[config.mk]
export PLATFORM = sky130hd
export DESIGN_NAME = pc_fetch_unit_flat
export DESIGN_NICKNAME = d
export VERILOG_FILES = /design/src/rtl/mips_fetch_pkg.sv /design/src/rtl/pc_fetch_unit_if.sv /design/src/rtl/fetch_hold_buf.sv /design/src/rtl/pc_fetch_unit.sv /design/src/flat_wrapper.sv
export SDC_FILE = /design/constraint.sdc
export NUM_CORES = 1
export LEC_CHECK = 0
export CORE_MARGIN = 1
export CORE_UTILIZATION = 52
export CTS_BUF_LIST = sky130_fd_sc_hd__clkbuf_2 sky130_fd_sc_hd__clkbuf_4 sky130_fd_sc_hd__clkbuf_8
export CTS_CLUSTER_SIZE = 8
export DETAILED_ROUTE_END_ITERATION = 8
export PLACE_DENSITY = 0.83
export SLEW_MARGIN = 20
export SYNTH_ARGS = -nofsm -noshare
export SYNTH_HDL_FRONTEND = slang
export SYNTH_SLANG_ARGS = --single-unit
[constraint.sdc]
create_clock -name clk -period 4.2 [get_ports clk]
set_input_delay 0.84 -clock clk [delete_from_list [all_inputs] [get_ports clk]]
set_output_delay 0.84 -clock clk [all_outputs]
set_load 0.005 [all_outputs]
[src/rtl/mips_fetch_pkg.sv]
// Shared fetch-stage types and default constants for the fetch unit,
// the hazard unit and the top level.
package mips_fetch_pkg;

  typedef enum logic [2:0] {
    S_IDLE,
    S_REQ,
    S_WAIT,
    S_DROP,
    S_HOLD
  } fetch_state_t;

  localparam logic [31:0] DEF_RESET_PC  = 32'h0000_3000;
  localparam logic [31:0] DEF_NOP_INSTR = 32'h0000_0000;

  function automatic logic [31:0] word_align(input logic [31:0] a);
    return {a[31:2], 2'b00};
  endfunction

endpackage

[src/rtl/pc_fetch_unit_if.sv]
// Instruction-memory fetch port: request/grant handshake plus in-order read data return.
interface pc_fetch_unit_if;

  // A request transfers when req && gnt are high on the same posedge. The
  // master holds req and addr steady until then. Exactly one rvalid comes
  // back per accepted request, at least one cycle later, in order.
  logic        req;
  logic [31:0] addr;
  logic        gnt;
  logic        rvalid;
  logic [31:0] rdata;

  modport master (
    output req,
    output addr,
    input  gnt,
    input  rvalid,
    input  rdata
  );

  modport slave (
    input  req,
    input  addr,
    output gnt,
    output rvalid,
    output rdata
  );

endinterface

[src/rtl/fetch_hold_buf.sv]
// One-entry buffer that parks a fetched word and its PC while ID is stalled.
module fetch_hold_buf (
  input  logic        clk,
  input  logic        rst,
  input  logic        i_load,
  input  logic        i_clear,
  input  logic [31:0] i_data,
  input  logic [31:0] i_pc,
  output logic        o_valid,
  output logic [31:0] o_data,
  output logic [31:0] o_pc
);

  logic        r_valid;
  logic [31:0] r_data;
  logic [31:0] r_pc;

  always_ff @(posedge clk) begin
    if (rst || i_clear) begin
      r_valid <= 1'b0;
      r_data  <= '0;
      r_pc    <= '0;
    end else if (i_load) begin
      r_valid <= 1'b1;
      r_data  <= i_data;
      r_pc    <= i_pc;
    end
  end

  assign o_valid = r_valid;
  assign o_data  = r_data;
  assign o_pc    = r_pc;

endmodule

[src/rtl/pc_fetch_unit.sv]
// Fetch stage: owns the architectural PC, issues one outstanding imem request at a
// time, and loads the IF/ID register, honouring redirects and ID stalls.
module pc_fetch_unit
  import mips_fetch_pkg::*;
#(
  parameter logic [31:0] RESET_PC  = DEF_RESET_PC,
  parameter logic [31:0] NOP_INSTR = DEF_NOP_INSTR
) (
  input  logic                     clk,
  input  logic                     rst,
  input  logic                     redirect,
  input  logic [31:0]              npc,
  input  logic                     stall,
  pc_fetch_unit_if.master          imem,
  output logic                     if_valid,
  output logic [31:0]              if_instr,
  output logic [31:0]              if_pc,
  output logic [31:0]              if_pc_plus4,
  output logic                     fetch_misalign,
  output fetch_state_t             o_dbg_state
);

  fetch_state_t r_state;
  logic [31:0]  r_pc;
  logic         r_if_valid;
  logic [31:0]  r_if_instr;
  logic [31:0]  r_if_pc;
  logic [31:0]  r_if_pc_plus4;
  logic         r_misalign;

  logic         w_redir_eff;
  logic         w_rd_take;
  logic         w_in_hold;
  logic         w_hold_load;
  logic         w_hold_clr;
  logic         w_load_ifid;
  logic         w_hold_valid;
  logic [31:0]  w_hold_data;
  logic [31:0]  w_hold_pc;
  logic [31:0]  w_load_data;
  logic [31:0]  w_load_pc;

  // A stalled ID cannot accept a new stream, so stall masks redirect.
  assign w_redir_eff = redirect & ~stall;
  assign w_rd_take   = (r_state == S_WAIT) & imem.rvalid;
  assign w_in_hold   = (r_state == S_HOLD);
  assign w_hold_load = w_rd_take & stall;
  assign w_hold_clr  = w_in_hold & ~stall;
  assign w_load_ifid = ~stall & ~w_redir_eff &
                       (w_rd_take | (w_in_hold & w_hold_valid));
  assign w_load_data = w_in_hold ? w_hold_data : imem.rdata;
  assign w_load_pc   = w_in_hold ? w_hold_pc : r_pc;

  fetch_hold_buf u_hold (
    .clk     (clk),
    .rst     (rst),
    .i_load  (w_hold_load),
    .i_clear (w_hold_clr),
    .i_data  (imem.rdata),
    .i_pc    (r_pc),
    .o_valid (w_hold_valid),
    .o_data  (w_hold_data),
    .o_pc    (w_hold_pc)
  );

  always_ff @(posedge clk) begin
    if (rst) begin
      r_state       <= S_IDLE;
      r_pc          <= RESET_PC;
      r_if_valid    <= 1'b0;
      r_if_instr    <= NOP_INSTR;
      r_if_pc       <= RESET_PC;
      r_if_pc_plus4 <= RESET_PC + 32'd4;
      r_misalign    <= 1'b0;
    end else begin
      r_misalign <= w_redir_eff & (npc[1:0] != 2'b00);

      if (w_redir_eff) begin
        r_pc <= word_align(npc);
      end else if (w_load_ifid) begin
        r_pc <= w_load_pc + 32'd4;
      end

      if (!stall) begin
        if (w_load_ifid) begin
          r_if_valid    <= 1'b1;
          r_if_instr    <= w_load_data;
          r_if_pc       <= w_load_pc;
          r_if_pc_plus4 <= w_load_pc + 32'd4;
        end else begin
          r_if_valid <= 1'b0;
          r_if_instr <= NOP_INSTR;
        end
      end

      case (r_state)
        S_IDLE: r_state <= S_REQ;
        S_REQ: begin
          // A redirect in the grant cycle leaves a stale request in flight.
          if (imem.gnt) r_state <= w_redir_eff ? S_DROP : S_WAIT;
        end
        S_WAIT: begin
          if (imem.rvalid) begin
            if (w_redir_eff)  r_state <= S_REQ;
            else if (stall)   r_state <= S_HOLD;
            else              r_state <= S_REQ;
          end else if (w_redir_eff) begin
            r_state <= S_DROP;
          end
        end
        S_DROP: begin
          if (imem.rvalid) r_state <= S_REQ;
        end
        S_HOLD: begin
          if (!stall) r_state <= S_REQ;
        end
        default: r_state <= S_IDLE;
      endcase
    end
  end

  assign imem.req       = (r_state == S_REQ);
  assign imem.addr      = r_pc;
  assign if_valid       = r_if_valid;
  assign if_instr       = r_if_instr;
  assign if_pc          = r_if_pc;
  assign if_pc_plus4    = r_if_pc_plus4;
  assign fetch_misalign = r_misalign;
  assign o_dbg_state    = r_state;

endmodule

[src/flat_wrapper.sv]
// flat-port wrapper written by rule: the top's interface ports become plain ports
module pc_fetch_unit_flat import mips_fetch_pkg::*;
#(
  parameter logic [31:0] RESET_PC  = DEF_RESET_PC,
  parameter logic [31:0] NOP_INSTR = DEF_NOP_INSTR
)
  (clk, rst, redirect, npc, stall, if_valid, if_instr, if_pc, if_pc_plus4, fetch_misalign, o_dbg_state, imem_req, imem_addr, imem_gnt, imem_rvalid, imem_rdata);
  pc_fetch_unit_if imem_i ();
  input  logic clk;
  input  logic rst;
  input  logic redirect;
  input  logic [31:0] npc;
  input  logic stall;
  output logic if_valid;
  output logic [31:0] if_instr;
  output logic [31:0] if_pc;
  output logic [31:0] if_pc_plus4;
  output logic fetch_misalign;
  output fetch_state_t o_dbg_state;
  output wire logic [$bits(imem_i.req)-1:0] imem_req;
  output wire logic [$bits(imem_i.addr)-1:0] imem_addr;
  input wire logic [$bits(imem_i.gnt)-1:0] imem_gnt;
  input wire logic [$bits(imem_i.rvalid)-1:0] imem_rvalid;
  input wire logic [$bits(imem_i.rdata)-1:0] imem_rdata;
  assign imem_req = imem_i.req;
  assign imem_addr = imem_i.addr;
  assign imem_i.gnt = imem_gnt;
  assign imem_i.rvalid = imem_rvalid;
  assign imem_i.rdata = imem_rdata;
  pc_fetch_unit #(.RESET_PC(RESET_PC), .NOP_INSTR(NOP_INSTR)) u_core (.clk(clk), .rst(rst), .redirect(redirect), .npc(npc), .stall(stall), .imem(imem_i), .if_valid(if_valid), .if_instr(if_instr), .if_pc(if_pc), .if_pc_plus4(if_pc_plus4), .fetch_misalign(fetch_misalign), .o_dbg_state(o_dbg_state));
endmodule
## Word-level counts from Yosys, hierarchy flattened

Cells that the tools add are included.

| word-level totals | value |
|---|---|
| register bits after elaboration | 198 |
| bits in latches | 0 |
| RAM bits | 0 |
| memory bits (read-only) | 0 |
| input port bits | 70 |
| logic and storage cells | 53 |
| memories kept | 0 |

| cells by class | value |
|---|---|
| $add $sub $neg | 1 |
| multiply operators | 0 |
| div/mod/pow operators | 0 |
| $lt $le $gt $ge | 0 |
| equal/unequal tests | 8 |
| shifts and indexed selects | 0 |
| muxes and demuxes | 15 |
| bitwise logic cells | 11 |
| reduce and logical (&&, ||, !) cells | 7 |

Operator list:

| cell | count |
|---|---|
| 2-to-1 mux 32 bit | 5 |
| adder 32 x 3 -> 32 bit (second input constant) | 1 |
| 2-to-1 mux 3 bit | 7 |
| case mux 3 bit (5 select lines) | 1 |
| AND 1 bit | 8 |
| equality test 3 x 2 -> 1 bit (second input constant) | 2 |
| != test 2 bit (second input constant) | 2 |
| AND reduction 4 bit | 1 |
| nonzero test 2 bit | 2 |
| equality test 3 x 1 -> 1 bit (second input constant) | 1 |
| equality test 3 bit (second input constant) | 1 |
| logical NOT 3 bit | 1 |
| != test 3 x 2 -> 1 bit (second input constant) | 1 |
| 2-to-1 mux 1 bit | 2 |
| != test 2 x 1 -> 1 bit (second input constant) | 1 |
| inverter 1 bit | 2 |
| AND reduction 2 bit | 1 |
| OR reduction 2 bit | 1 |
| logical OR 1 bit | 1 |
| OR 1 bit | 1 |

## Longest topological paths before layout

Gate-level depths: netlist of the first run.

| logic depth | value |
|---|---|
| depth after elaboration | 7 |
| gate-level depth with buffers | 16 |
| depth with buffers taken out | 10 |

## By module

From an unflattened synthesis of the first run, not the netlist that was laid out.

| second synthesis, totals | value |
|---|---|
| cells, all modules | 1034 |
| area, all modules | 8757.1 µm² |

By module, submodules not included:

| module | instances | cells each | area an instance (µm²) | sequential area each (µm²) |
|---|---|---|---|---|
| pc_fetch_unit | 1 | 824 | 6417.4 | 2622.5 |
| fetch_hold_buf | 1 | 210 | 2339.7 | 1301.2 |

## Worst setup path before layout of the first run

OpenSTA, ideal clock, no wires.

| timing | value |
|---|---|
| path type | register -> register |
| from | register u_core.r_state[2], in the netlist u_core.o_dbg_state[2] |
| to | register u_core.r_pc[28], in the netlist u_core.imem.addr[28] |
| setup time | 133 ps |
| data arrival time | 3335 ps |
| setup slack | 733 ps |
| cell stages (with the launch flop) | 17 |
| buffers on the path | 6 |
| period minus slack after synthesis | 3467 ps |
| cells stage by stage | dfxtp_1 > buf_4 > or3b_4 > buf_6 > buf_2 > buf_2 > buf_1 > nand2_1 > nand2_1 > ha_1 > nand2_1 > mux2i_1 > nand3_1 > buf_2 > nor4_1 > mux2i_1 > o211ai_1 |

| between the ends | value |
|---|---|
| longest elaborated chain between the ends | 5 |

RTL lines:

| element | line | text |
|---|---|---|
| from (decl) | pc_fetch_unit.sv:23 | `fetch_state_t r_state;` |
| from (signal assigned) | pc_fetch_unit.sv:100 | `if (imem.gnt) r_state <= w_redir_eff ? S_DROP : S_WAIT;` |
| equality test 3 bit | pc_fetch_unit.sv:46 | `assign w_in_hold = (r_state == S_HOLD);` |
| 2-to-1 mux 32 bit | pc_fetch_unit.sv:52 | `assign w_load_pc = w_in_hold ? w_hold_pc : r_pc;` |
| named net u_core.w_load_pc[3] | pc_fetch_unit.sv:41 | `logic [31:0] w_load_pc;` |
| adder 32 x 3 -> 32 bit | pc_fetch_unit.sv:81 | `r_pc <= w_load_pc + 32'd4;` |
| 2-to-1 mux 32 bit | pc_fetch_unit.sv:80 | `end else if (w_load_ifid) begin` |
| 2-to-1 mux 32 bit | pc_fetch_unit.sv:78 | `if (w_redir_eff) begin` |
| to (signal assigned) | pc_fetch_unit.sv:79 | `r_pc <= word_align(npc);` |
| to (signal assigned) | pc_fetch_unit.sv:81 |  |
| to (decl) | pc_fetch_unit.sv:24 | `logic [31:0] r_pc;` |

The timed path passes the listed nets, and every way through them passes these cells. The select of a mux whose other input is x is not followed.
A chain may end at the register's enable or synchronous reset.

## Worst setup path after layout of the first run

| timing | value |
|---|---|
| from | register u_core.r_state[0], in the netlist u_core.o_dbg_state[0] |
| to | register u_core.r_pc[16], in the netlist u_core.imem.addr[16] |

Same word-level chain as after synthesis.

==> flow_metrics.env, run 1 <==
export IMPL_status="complete, no violations"
export IMPL_grtUsageTotal_pct=29.3
export IMPL_die_x_um=130
export IMPL_cap_violations=0
export IMPL_synth_area_per_cell_um2=7.81
export IMPL_drt_wl_total_um=25100
export IMPL_synthArstFlopShare_pct=0
export IMPL_hp_class="register to register"
export IMPL_setup_viol=0
export IMPL_n_antenna_cell=0
export IMPL_min_period_ns=3.61
export IMPL_grt_setup_unrepaired="false"
export IMPL_yosys_warnings=0
export IMPL_cp_data_arrival_time_ns=3.95
export IMPL_synth_edf_count=0
export IMPL_cts_tree="built"
export IMPL_die_area_mm2=0.0169
export IMPL_clock_skew_ns=0.0126
export IMPL_grt_antenna_before_repair=0
export IMPL_startpoint_type="register"
export IMPL_sw_frac_of_total_pct=23.6
export IMPL_max_vdd_ir_drop_mv=0.236
export IMPL_synth_cells=1089
export IMPL_cp_startpoint="u_core.o_dbg_state[0]"
export IMPL_synth_main_ff_cell="dfxtp_1"
export IMPL_ys_ff_latch=196
export IMPL_synth_net_count=1160
export IMPL_yosysSeqAreaShare_pct=46.1
export IMPL_finalSetupTns_ns=0
export IMPL_power_switching_uw=819
export IMPL_timing_rr_start="u_core.o_dbg_state[0]"
export IMPL_nFillCells=1309
export IMPL_power_leakage_uw=0.00389
export IMPL_insertion_delay_ns=0.47
export IMPL_grt_use_met3_pct=7.38
export IMPL_yosysTopAreaCellShare_pct=46.1
export IMPL_fin_area_mm2=0.0110
export IMPL_power_frac_comb_pct=8.2
export IMPL_cts_resized=0
export IMPL_grt_pass1_vias=7598
export IMPL_crit_fanout=37
export IMPL_start_util_pct=53.4
export IMPL_io_pins=204
export IMPL_post_place_ws_ns=0.666
export IMPL_postPlaceCellArea_mm2=0.0106
export IMPL_seqPwrFrac_pct=55.4
export IMPL_grt_pass1_wl_um=38600
export IMPL_drtPass1Iterations=8
export IMPL_worstPathRequired_ns=4.54
export IMPL_ctsLongestPathBuffers=2
export IMPL_drtIter0Drc=798
export IMPL_fmax_ghz=0.277
export IMPL_clock_sinks=196
export IMPL_numCtsBuffers=17
export IMPL_area_delta_synth_final_pct=29.3
export IMPL_grt_max_degree=73
export IMPL_grt_use_met1_pct=37.8
export IMPL_ant_nets=0
export IMPL_h_tree_depth=4
export IMPL_die_height_um=130
export IMPL_wl_per_cell_um=17.1
export IMPL_pwr_density_cell_mw_per_mm2=315
export IMPL_hold_start="u_core.if_pc_plus4[11]"
export IMPL_cts_root_buffer="clkbuf_8"
export IMPL_drive_above_1_share_pct=5.61
export IMPL_clock_power_share_pct=36.4
export IMPL_synth_cell_types=58
export IMPL_vias=8389
export IMPL_synth_most_common_cell="nand2_1"
export IMPL_rows=46
export IMPL_p_int_uw=2650
export IMPL_post_cts_setup_buffers=0
export IMPL_dp_hpwl_um=17100
export IMPL_route_detailed_drc=0
export IMPL_worst_pin_slew_ns=0.893
export IMPL_core_mm2=0.0159
export IMPL_slew_headroom_pct=40.3
export IMPL_fin_crit_sh_pct=86.0
export IMPL_synth_common_cells="nand2_1, dfxtp_1, a21oi_1"
export IMPL_slew_viol_final=0
export IMPL_clk_pin_slew_ns=0.09
export IMPL_synth_top_area_cell="dfxtp_1"
export IMPL_syn_area_mm2=0.00851
export IMPL_synth_area_leaders="dfxtp_1, nand2_1, a21oi_1, nor2_1, mux2i_1"
export IMPL_crit_type="register to register"
export IMPL_grt_busiest_layer="met2"
export IMPL_finalWorstSetupSlack_ns=0.588
export IMPL_viasPerCell=5.73
export IMPL_gp_congestion=0.907
export IMPL_fin_nets=1309
export IMPL_endpoint_kind="register"
export IMPL_holdBufCountCts=0
export IMPL_grt_util_met2_pct=46.8
export IMPL_io_buffers=203
export IMPL_hold_viol=0
export IMPL_holdWs_ns=0.451
export IMPL_grt_ovfl_total=0
## power groups by stage
stage / clock, µW / sequential [µW] / combinational, µW
2_1_floorplan: 0 / 1950 / 130
3_3_place_gp: 0 / 1960 / 278
3_5_place_dp: 0 / 1960 / 280
4_1_cts: 1270 / 1920 / 282
5_1_grt: 1340 / 1920 / 305
6_report: 1260 / 1920 / 284
## sequential cells by signal (all words and copies together) (netlist names)
| signal | count |
|---|---|
| u_core.if_valid | 1 |
| u_core.if_pc | 30 |
| u_core.u_hold.o_valid | 1 |
| u_core.if_instr | 32 |
| u_core.imem.addr | 32 |
| u_core.fetch_misalign | 1 |
| u_core.if_pc_plus4 | 32 |
| u_core.o_dbg_state | 3 |
| u_core.u_hold.o_pc | 32 |
| u_core.u_hold.o_data | 32 |
## worst max-delay path, cell delays in order (launching register included)
cell and delay (ns):
dfxtp_1 0.59, or3b_4 0.53, nand2_1 0.10, nand2_1 0.11, ha_1 0.21, nand2_1 0.08
mux2i_1 0.35, nand3_1 0.56, or4_1 0.69, nand3_1 0.14, a31oi_1 0.09
## routing by layer
| metal | vias to the layer above | share of wire (%) |
|---|---|---|
| met3 | 50 | 9.6 |
| met5 | - | 0 |
| met2 | 427 | 46 |
| li1 | 4037 | - |
| met1 | 3875 | 42 |
| met4 | 0 | 2.7 |
## layout by cell type (no fill, tap or decap), drive strengths merged, types with 4 or more instances in the layout
cell             n
a211o            4
a211oi          25
a21o             4
a21oi          170
a311oi           5
a31oi           14
and2             5
and3            19
buf             20
clkbuf          20
clkdlybuf4s50  201
clkinvlp         4
dfxtp          196
mux2             4
mux2i           32
nand2          268
nand3           46
nand4            7
nor2            87
nor3            14
nor4             5
o21ai           18
o22ai            5
o31ai            6
or3              5
or4              5
xor2            11
## cell families after synthesis
family | synth area share [%]
muxes | 4.29
DFF | 46.1
buffers and inverters | 4.79
AOI/OAI and AO/OA | 18.6
adders and majority gates | 0.147
and+or+nand+nor | 24.6
xor gates and xnor gates | 1.44
## cell type report
class,instances,area (µm²),area share [%]
multi-input cells,799,4210,38.3
flip-flops and latches,196,3920,35.7
clock buffers,20,275,2.50
inverters,3,11.3,0.102
repair buffers,221,2170,19.8
clock inverters,9,130,1.18
well taps,216,270,2.46
## worst paths after layout
kind / endpoint / cells past startpoint / slack, ns
max: u_core.imem.addr[16] / 10 / 0.59
min: u_core.if_pc_plus4[11] / 2 / 0.45
min reg2reg: u_core.if_pc_plus4[11] / 2 / 0.45
max reg2reg: u_core.imem.addr[16] / 10 / 0.59
## stage by stage
stage	utilization (%)	cells	power, µW
after detailed placement	66.4	1435	2240
final	69.0	1464	3470
after global routing	69.0	1464	3570
after global placement	66.4	1435	2240
after floorplan	-	1089	2080
after CTS	69.0	1464	3480
(Power assumes the default switching activity.)
==> run 2, diff against run 1 <==
--- a/config.mk
+++ b/config.mk
@@ -11,7 +11,6 @@
 export CTS_CLUSTER_SIZE = 8
 export DETAILED_ROUTE_END_ITERATION = 8
 export PLACE_DENSITY = 0.83
-export SLEW_MARGIN = 20
 export SYNTH_ARGS = -nofsm -noshare
 export SYNTH_HDL_FRONTEND = slang
 export SYNTH_SLANG_ARGS = --single-unit
==> results of run 2 <==
No change in the layout: final DEF, timing and power equal those of run 1.
==> run 3, diff against run 2 <==
--- a/config.mk
+++ b/config.mk
@@ -5,12 +5,14 @@
 export SDC_FILE = /design/constraint.sdc
 export NUM_CORES = 1
 export LEC_CHECK = 0
+export ABC_CLOCK_PERIOD_IN_PS = 4200
 export CORE_MARGIN = 1
-export CORE_UTILIZATION = 52
-export CTS_BUF_LIST = sky130_fd_sc_hd__clkbuf_2 sky130_fd_sc_hd__clkbuf_4 sky130_fd_sc_hd__clkbuf_8
+export CORE_UTILIZATION = 58
+export CTS_BUF_LIST = sky130_fd_sc_hd__clkbuf_4
 export CTS_CLUSTER_SIZE = 8
 export DETAILED_ROUTE_END_ITERATION = 8
-export PLACE_DENSITY = 0.83
+export DONT_BUFFER_PORTS = 1
+export PLACE_DENSITY = 0.74
 export SYNTH_ARGS = -nofsm -noshare
 export SYNTH_HDL_FRONTEND = slang
 export SYNTH_SLANG_ARGS = --single-unit
==> flow_metrics.env, run 3 (synthesis results as in run 1) <==
export IMPL_status="complete, no violations"
export IMPL_cap_violations=0
export IMPL_core_mm2=0.0141
export IMPL_ant_nets=0
export IMPL_numCtsBuffers=17
export IMPL_path_delay_family="simple AND/OR/NAND/NOR gates"
export IMPL_startpoint_type="register"
export IMPL_area_delta_synth_final_pct=3.53
export IMPL_route_detailed_drc=0
export IMPL_die_area_mm2=0.0152
export IMPL_viasPerCell=6.10
export IMPL_min_period_ns=3.74
export IMPL_die_x_um=123
export IMPL_slowest_delay_ns=0.66
export IMPL_crit_type="register to register"
export IMPL_clock_skew_ns=0.0151
export IMPL_power_total_uw=3200
export IMPL_insertion_delay_ns=0.57
export IMPL_worst_pin_slew_ns=1.07
export IMPL_drive_above_1_share_pct=6.33
export IMPL_fin_crit_sh_pct=89.0
export IMPL_post_cts_setup_buffers=0
export IMPL_wl_per_cell_um=18.8
export IMPL_crit_fanout=25
export IMPL_drtIter0Drc=535
export IMPL_h_tree_depth=4
export IMPL_rows=43
export IMPL_cts_resized=0
export IMPL_cp_num_buf_inv=0
export IMPL_grt_antenna_before_repair=1
export IMPL_final_cell_mix="nand2_1, dfxtp_1, a21oi_1"
export IMPL_grt_max_degree=127
export IMPL_io_buffers=0
export IMPL_ctsLongestPathBuffers=2
export IMPL_dp_hpwl_um=15100
export IMPL_grt_pass1_wl_um=35700
export IMPL_post_place_ws_ns=0.577
export IMPL_drtPass1Iterations=5
export IMPL_final_common_cell="nand2_1"
export IMPL_pwr_density_cell_mw_per_mm2=363
export IMPL_setup_viol=0
export IMPL_clock_sinks=196
export IMPL_finalSetupTns_ns=0
export IMPL_start_util_pct=60.3
export IMPL_final_core_util_pct=62.5
export IMPL_hold_viol=0
export IMPL_vias=7471
export IMPL_grt_setup_unrepaired="false"
export IMPL_gp_congestion=0.906
export IMPL_max_vdd_ir_drop_mv=0.257
export IMPL_cpMaxStageDelayCell="dfxtp_1"
export IMPL_grtUsageTotal_pct=30.4
export IMPL_grt_ovfl_total=0
export IMPL_cp_cell_sequence="or3b_4 -> nand2_1 -> nand2_1 -> ha_1 -> nand2_1 -> mux2i_1 -> nand3_1 -> nor4_1 -> mux2i_1 -> o211ai_1"
export IMPL_holdBufCountCts=0
export IMPL_endpoint_kind="register"
export IMPL_power_leakage_uw=0.00310
export IMPL_hp_class="input port to register"
export IMPL_io_pins=204
export IMPL_worstPathRequired_ns=4.66
export IMPL_cts_tree="built"
export IMPL_cts_root_buffer="clkbuf_4"
export IMPL_clk_pin_slew_ns=0.16
export IMPL_cp_data_arrival_time_ns=4.20
export IMPL_cp_common_cell="nand2_1"
export IMPL_die_height_um=123
export IMPL_fmax_ghz=0.268
export IMPL_slew_headroom_pct=28.4
export IMPL_fin_nets=1101
export IMPL_grt_pass1_vias=6646
export IMPL_drt_wl_total_um=23000
export IMPL_finalWorstSetupSlack_ns=0.463
export IMPL_slew_viol_final=0
## run 3: per-stage QoR
| step | std cells | hold slack, ns | instance area [µm²] |
|---|---|---|---|
| 2_1_floorplan | 1089 | 0.432 | 8510 |
| 3_3_place_gp | 1191 | 0.442 | 8470 |
| 3_5_place_dp | 1191 | 0.447 | 8470 |
| 4_1_cts | 1223 | 0.269 | 8800 |
| 5_1_grt | 1224 | 0.264 | 8810 |
| 6_report | 1224 | 0.316 | 8810 |
## run 3: power by group
| group | total [µW] | switching [µW] | internal (µW) |
|---|---|---|---|
| clock | 1130 | 656 | 477 |
| combinational | 133 | 83.7 | 49.6 |
| sequential | 1930 | 44.2 | 1890 |
## run 3: routing by layer
metal | up-vias | track usage, % | share of wire, %
li1 | 3636 | - | -
met1 | 3479 | 40.1 | 43
met2 | 324 | 45.4 | 44
met3 | 32 | 10.5 | 11
met4 | 0 | 11.9 | 2.2
met5 | - | 0 | 0
## run 3: final timing paths
check | slack [ns] | startpoint | depth (start not counted) | to
min reg2reg | 0.47 | u_core.u_hold.o_data[5] | 2 | u_core.u_hold.o_data[5]
max | 0.46 | u_core.o_dbg_state[0] | 10 | u_core.imem.addr[28]
max reg2reg | 0.46 | u_core.o_dbg_state[0] | 10 | u_core.imem.addr[28]
min | 0.32 | rst | 1 | u_core.if_pc_plus4[1]
## run 3: cell type report
type / count / area [µm²]
clock buffers: 17 / 128
repair buffers: 13 / 97.6
fillers: 1291 / 5290
well taps: 180 / 225
flip-flops and latches: 196 / 3920
multi-input cells: 799 / 4210
diodes: 1 / 2.50
inverters: 3 / 11.3
clock inverters: 15 / 205
## run 3: worst register-to-register path, stage by stage, from the launching register on
cell and delay (ns):
dfxtp_1 0.66, or3b_4 0.51, nand2_1 0.10, nand2_1 0.11, ha_1 0.22, nand2_1 0.09, mux2i_1 0.36, nand3_1 0.64
nor4_1 0.55, mux2i_1 0.27, o211ai_1 0.12
